## config.mk

```make
export PLATFORM = sky130hd
export DESIGN_NAME = encrypter
export DESIGN_NICKNAME = d
export VERILOG_FILES = /design/src/rtl/encrypter.sv
export SDC_FILE = /design/constraint.sdc
export NUM_CORES = 1
export LEC_CHECK = 0
export ABC_AREA = 0
export CAP_MARGIN = 10
export CORE_UTILIZATION = 51
export DETAILED_ROUTE_END_ITERATION = 8
export GPL_ROUTABILITY_DRIVEN = 1
export PLACE_DENSITY_LB_ADDON = 0.1
export SYNTH_ARGS = -nofsm -noshare
export SYNTH_HDL_FRONTEND = slang
export SYNTH_SLANG_ARGS = --single-unit
```

## constraint.sdc

```tcl
create_clock -name clk -period 2.7 [get_ports clk]
set_input_delay 0.27 -clock clk [delete_from_list [all_inputs] [get_ports clk]]
set_output_delay 0.27 -clock clk [all_outputs]
set_load 0.01 [all_outputs]
```

## src/rtl/encrypter.sv

```systemverilog
// -----------------------------------------------------------------------------
// encrypter
//
// Transmit-side block cipher stage. It accepts a plaintext word, swaps its two
// halves and XORs the result with a latched key. The decrypter reverses this
// bit-exactly under the same key:
//   E = {P[W/2-1:0], P[W-1:W/2]} ^ K
//
// Handshakes (both sides): a word moves on a rising clk edge where its valid
// and ready are both high. The producer keeps valid and data stable until that
// edge. The consumer's ready has no effect while valid is low.
//
// Ports:
//   clk              in   system clock, rising edge
//   rst_n            in   asynchronous active-low reset
//   key_load_in      in   load key_in into the key register (IDLE only)
//   key_in           in   key value
//   plain_valid_in   in   plaintext word offered
//   plain_in         in   plaintext word
//   plain_ready_out  out  block can accept plaintext this cycle
//   encrypted_out    out  ciphertext word (registered)
//   enc_valid_out    out  ciphertext valid (registered)
//   enc_ready_in     in   downstream accepts ciphertext
//   busy_out         out  high whenever the FSM is not in IDLE
//   block_count_out  out  completed-block counter
//   state_dbg_out    out  FSM state encoding (0 IDLE, 1 ENCRYPT, 2 OUTPUT)
//
// Optional feature: define ENCRYPTER_BLOCK_CNT_EN to build a 16-bit wrapping
// counter of completed output handshakes. Without it, block_count_out is 0.
// -----------------------------------------------------------------------------
module encrypter #(
  parameter int data_width_g = 32
) (
  input  logic                    clk,
  input  logic                    rst_n,
  input  logic                    key_load_in,
  input  logic [data_width_g-1:0] key_in,
  input  logic                    plain_valid_in,
  input  logic [data_width_g-1:0] plain_in,
  output logic                    plain_ready_out,
  output logic [data_width_g-1:0] encrypted_out,
  output logic                    enc_valid_out,
  input  logic                    enc_ready_in,
  output logic                    busy_out,
  output logic [15:0]             block_count_out,
  output logic [1:0]              state_dbg_out
);

  localparam int HalfW = data_width_g / 2;

  typedef enum logic [1:0] {
    ST_IDLE    = 2'd0,
    ST_ENCRYPT = 2'd1,
    ST_OUTPUT  = 2'd2
  } state_t;

  state_t state_q, state_d;

  logic [data_width_g-1:0] key_q, key_d;
  logic [data_width_g-1:0] data_q, data_d;
  logic [data_width_g-1:0] enc_q, enc_d;
  logic                    valid_q, valid_d;

  // Datapath enables decoded from the state.
  logic key_we;
  logic data_we;
  logic enc_we;
  logic out_hs;

  // ---------------------------------------------------------------------------
  // FSM: state register
  // ---------------------------------------------------------------------------
  always_ff @(posedge clk or negedge rst_n) begin
    if (!rst_n) begin
      state_q <= ST_IDLE;
    end else begin
      state_q <= state_d;
    end
  end

  // ---------------------------------------------------------------------------
  // FSM: next-state logic
  // ---------------------------------------------------------------------------
  always_comb begin
    state_d = state_q;
    unique case (state_q)
      ST_IDLE: begin
        // A key load takes priority: plaintext offered in the same cycle waits.
        if (!key_load_in && plain_valid_in) begin
          state_d = ST_ENCRYPT;
        end
      end
      ST_ENCRYPT: begin
        state_d = ST_OUTPUT;
      end
      ST_OUTPUT: begin
        if (enc_ready_in) begin
          state_d = ST_IDLE;
        end
      end
      default: begin
        state_d = ST_IDLE;
      end
    endcase
  end

  // ---------------------------------------------------------------------------
  // FSM: outputs and datapath enables
  // ---------------------------------------------------------------------------
  always_comb begin
    plain_ready_out = (state_q == ST_IDLE) && !key_load_in;
    busy_out        = (state_q != ST_IDLE);
    key_we          = (state_q == ST_IDLE) && key_load_in;
    data_we         = (state_q == ST_IDLE) && !key_load_in && plain_valid_in;
    enc_we          = (state_q == ST_ENCRYPT);
    // valid_q is always high in OUTPUT; it is included so that a ready
    // without a valid word can never count as a handshake.
    out_hs          = (state_q == ST_OUTPUT) && valid_q && enc_ready_in;
  end

  assign state_dbg_out = state_q;

  // ---------------------------------------------------------------------------
  // Datapath next-state
  // ---------------------------------------------------------------------------
  always_comb begin
    key_d   = key_q;
    data_d  = data_q;
    enc_d   = enc_q;
    valid_d = valid_q;
    if (key_we) begin
      key_d = key_in;
    end
    if (data_we) begin
      data_d = plain_in;
    end
    if (enc_we) begin
      // Swap exactly HalfW bits per half, then whiten with the key.
      enc_d   = {data_q[HalfW-1:0], data_q[data_width_g-1:HalfW]} ^ key_q;
      valid_d = 1'b1;
    end else if (out_hs) begin
      // encrypted_out keeps the last ciphertext; only valid drops.
      valid_d = 1'b0;
    end
  end

  always_ff @(posedge clk or negedge rst_n) begin
    if (!rst_n) begin
      key_q   <= '0;
      data_q  <= '0;
      enc_q   <= '0;
      valid_q <= 1'b0;
    end else begin
      key_q   <= key_d;
      data_q  <= data_d;
      enc_q   <= enc_d;
      valid_q <= valid_d;
    end
  end

  assign encrypted_out = enc_q;
  assign enc_valid_out = valid_q;

  // ---------------------------------------------------------------------------
  // Completed-block counter
  // ---------------------------------------------------------------------------
`ifdef ENCRYPTER_BLOCK_CNT_EN
  logic [15:0] count_q, count_d;

  // Wraps 0xFFFF -> 0x0000 naturally through the 16-bit add.
  always_comb begin
    count_d = count_q;
    if (out_hs) begin
      count_d = count_q + 16'd1;
    end
  end

  always_ff @(posedge clk or negedge rst_n) begin
    if (!rst_n) begin
      count_q <= 16'h0000;
    end else begin
      count_q <= count_d;
    end
  end

  assign block_count_out = count_q;
`else
  assign block_count_out = 16'h0000;
`endif

endmodule

```

Word level (Yosys, flattened, before mapping) --
Cells that the tools add are included.
Word-level totals: output and inout bits 53, bits of input ports 69, bits in registers 99, logic and storage cells 26
Cells by class: bitwise gates (word level) 1, reduce and logical (&&, ||, !) cells 11, eq/ne operators 4, multiplexer cells 5
Operators by type and width (number):
- XOR 32 bit | 1
- logical AND 1 bit | 6
- case mux 2 bit (3 select lines) | 1
- 2-to-1 mux 2 bit | 2
- != test 2 bit, second input constant | 2
- nonzero test 2 bit | 2
- == test 2 x 1 -> 1 bit, second input constant | 1
- == test 2 bit, second input constant | 1
- logical NOT 2 bit | 1
- 2-to-1 mux 1 bit | 2
- AND reduction 2 bit | 1
- logical NOT 1 bit | 1

Depth between registers and ports, before layout --
word-level depth 5, depth in mapped cells 4, gate-level depth less buffers 2

Worst setup path before layout --
No wires, ideal clock.
kind register to register, start point register state_q[0] (netlist: state_dbg_out[0]), end point register data_q[13], library setup time 125 ps, setup slack 1111 ps, stages on the path, launching flop included 4, arrival time 1464 ps, path buffers 1, data required time 2575 ps, clock period less this slack 1589 ps, cells stage by stage dfrtp_1 -> nor4b_4 -> buf_6 -> mux2_2
Between the ends: longest elaborated chain between the ends 3
RTL lines:
- start, declared | RTL line 57 | state_t state_q, state_d;
- start signal, assigned | RTL line 77 | state_q <= state_d;
- logical NOT 2 bit | RTL line 114 | data_we = (state_q == ST_IDLE) && !key_load_in && plain_valid_in;
- logical AND 1 bit (2 in a row) | RTL line 114
- end signal, assigned | RTL line 155 | data_q <= data_d;
- end, declared | RTL line 60 | logic [data_width_g-1:0] data_q, data_d;
Every way passes these cells. A chain may end at the register's enable or synchronous reset.

Final worst setup path --
start point register state_q[1] (netlist: state_dbg_out[1]), end point output plain_ready_out
Between the ends: longest elaborated chain between the ends 2
RTL lines:
- logical NOT 2 bit | RTL line 111 | plain_ready_out = (state_q == ST_IDLE) && !key_load_in;
- logical AND 1 bit | RTL line 111
- end, declared | RTL line 40 | output logic plain_ready_out,
Every way passes these cells.

==> key figures <==
Status
  – Status: finished, final reports clean

Detailed routing
  – Routed len/inst: 15.7 um
  – DR pass1 iterations: 4
  – Met3 WL: ~460 um
  – ANT nets after route: 0
  – WL met2: roughly 3700 um
  – DRT Wirelength: about 7500 um
  – Via count: approximately 2400
  – Top routing layer in use: met4
  – DRT met1 WL: roughly 3200 um
  – Residual DRC: 0
  – DRT iter0 DRCs: 42
  – Via-to-Cell Ratio: 4.91

Setup path
  – CP max stage delay: between 0.5 and 0.6 ns
  – Worst r2r src: state_dbg_out[0]
  – Largest delay share family, worst path: buffers and inverters
  – Crit Path Max Fanout: 8
  – Reg2reg setup slack: just under 0.9 ns
  – Setup CP Type: register to output pin
  – Critical path required time: approximately 2.4 ns
  – Cell with the largest stage delay on the worst path: clkdlybuf4s50_1
  – Critical path arrival: ~1.9 ns
  – Cell breakdown of the critical path: or2_2 > nor2_1 > clkdlybuf4s50_1
  – CP endpoint kind: output pin
  – WP buf/inv: 1
  – Crit start category: register
  – Worst r2r dst: encrypted_out[28]
  – R2R cell count: 3

Floorplanning
  – Die Area: approximately 8500 um^2
  – Die Ht: just over 90 um
  – Initial core utilization: 53.2%
  – Row count: 32
  – Die X: ~90 um
  – Num ports: 122
  – Core box area: roughly 7800 um^2

STA
  – Final Cycle Share: about four fifths
  – # setup viols final: 0
  – Relative slew slack: 55.8%
  – Final-report hold violation count: 0
  – Final worst slack: about 0.55 ns
  – Actual slew at the worst max-slew pin: 0.663 ns
  – Max Slew Vio Count: 0
  – Max Fclk: between 400 and 500 MHz
  – Clock skew: around 0.013 ns
  – Setup TNS: 0 ns
  – Final worst path period need: around 2.1 ns
  – RSZ-0062 raised after global routing: no

Placement
  – Port buffer count: between 100 and 150
  – Worst slack, placed: around 0.71 ns
  – Gpl congestion: around 0.73
  – DP Wirelength: between 5000 and 6000 um

Power and ir drop
  – Flop pwr share: a little under half
  – Pwr Density: a little under 900 nW/um^2
  – Static leakage: 2.31 nW
  – Logic pwr share: between 30 and 40%
  – Peak supply drop: slightly below 0.5 mV
  – P_sw: 1.31 mW
  – Int Power: 3.55 mW
  – Clock share of power: a little over a fifth
  – Sw Share: 26.9%

Synthesis
  – Synth Cell Area: approximately 4100 um^2
  – Synth top area share: 59.9%
  – Synth Instances: 264
  – Synthesized area per cell: about 16 um^2
  – Top cell type by total area after synthesis: dfrtp_1
  – Syn. warnings: 0
  – Seq/Total Area, Yosys: 59.9%
  – Unique cell type count in the Yosys netlist: 17
  – Top cells by area, synth: dfrtp_1 (60%), mux2_2 (26%), xor2_1 (6.8%)
  – Register bit total from synthesis: 99

Finish
  – # diodes: 0
  – Final #Nets: 444
  – Fin util: roughly 70%
  – Fillcell total: between 500 and 600
  – Share of post-route cells with drive strength above 1: a little under a third
  – Area grow syn2layout: 32.2%

Clock tree
  – Clock Latency Late Sink: roughly 0.36 ns
  – CTS clk-pin slew, worst paths: 0.08 ns
  – Clock sinks: around 100
  – Clock Tree Buf Depth: 2
  – H-tree depth: 3
  – TritonCTS Buffers: 9
  – CTS tree: yes
  – CTS root buf: clkbuf_8

Global routing
  – First-pass GRT wire length: 12000 um
  – GRT overflow: 0
  – Vias in the first global route: about 2400
  – Overall Global Routing Usage: roughly a fifth
  – Largest net degree at the start of global routing: 53
  – Initial antenna violation count: 0

Worst hold path
  – Hold crit path type: input pin to async pin

Run
  – Maxcap violations: 0
[layout make-up]
type / count / area (um^2) / area share, %
flip-flops and latches: 99 / 2480 / 45.4
multi-input cells: 153 / 1520 / 27.8
repair buffers: 111 / 1120 / 20.5
clock buffers: 10 / 138 / 2.52
well taps: 102 / 128 / 2.34
clock inverters: 4 / 76.3 / 1.40
inverters: 1 / 3.75 / 0.0687
[worst register-to-register path, cell delays in order (launching register included)]
cell,delay (ns)
dfrtp_1,0.55
nor2b_4,0.54
buf_12,0.24
mux2_2,0.36
[per-layer routing]
metal | track usage (%) | up-vias
met2 | 31.5 | 74
met1 | 23.5 | 1189
met5 | 0 | -
met4 | 7.03 | 0
li1 | - | 1087
met3 | 5.72 | 9
[cells in the mapped netlist (all sizes together)]
cell type and instances:
a2bb2oi 1, nor2 1, nor2b 1, conb 1, buf 26, inv 1
or2 2, mux2 96, dfrtp 99, nor3b 2, xor2 32, nor4b 1
a21boi 1
[cells by family after synthesis]
kind of cell	share of synthesized area (%)
AO/OA/AOI/OAI	0.394
buffers and inverters	5.03
flip-flops	59.9
XOR/XNOR	6.78
multiplexers	26.2
other	0.0907
AND/OR/NAND/NOR	1.60
[worst max-delay path by stage]
stage | cells past startpoint | slack, ns | startpoint | endpoint
after global routing | 3 | 0.48 | state_dbg_out[0] | plain_ready_out
after global placement | 4 | 0.74 | key_load_in | key_q[17]
final | 3 | 0.55 | state_dbg_out[1] | plain_ready_out
after floorplan | 3 | 1.11 | state_dbg_out[0] | data_q[13]
after detailed placement | 4 | 0.71 | key_load_in | key_q[28]
after CTS | 3 | 0.53 | state_dbg_out[1] | plain_ready_out
[through the flow]
stage	area [um^2]	instances	power, mW	hold slack, ns
finish	5460	480	4.86	0.478
global placement	5240	465	3.83	0.343
detailed placement	5240	465	3.90	0.344
floorplan	4190	279	3.10	-0.0256
global route	5460	480	5.13	0.500
CTS	5460	480	4.94	0.499
[sequential cells by signal, indices dropped and copies added (netlist names)]
name / cells
data_q: 32
encrypted_out: 32
key_q: 32
state_dbg_out: 2
enc_valid_out: 1
[repair_timing]
action,4_1_cts,5_1_grt
gates resized for setup,0,0
hold endpoints to repair,51,0
buffers inserted,0,0
hold buffers,1,0
[layout by cell type (no fill, tap or decap)]
master,netlist,layout
nor2b_4,0,1
mux2_1,1,1
clkinvlp_4,0,1
nor3b_1,1,1
inv_1,1,1
dfrtp_1,99,99
a2bb2oi_1,1,1
xor2_1,32,32
clkinv_4,0,1
nor2_1,1,1
nor3b_4,0,1
conb_1,1,16
dlygate4sd3_1,0,1
or2_2,2,2
clkbuf_8,0,10
mux2_2,95,95
buf_4,22,4
buf_12,0,2
clkdlybuf4s50_1,0,104
bufinv_16,0,2
nor4b_4,1,1
a21boi_0,1,1
[power groups by stage]
stage	Combinational (mW)	Sequential, mW	Clock [mW]
final	1.56	2.29	1.02
after global routing	1.67	2.36	1.10
after CTS	1.59	2.29	1.05
after detailed placement	1.58	2.32	0
after global placement	1.53	2.30	0
after floorplan	0.713	2.38	0
No activity file was read; power rests on OpenSTA's default activity.
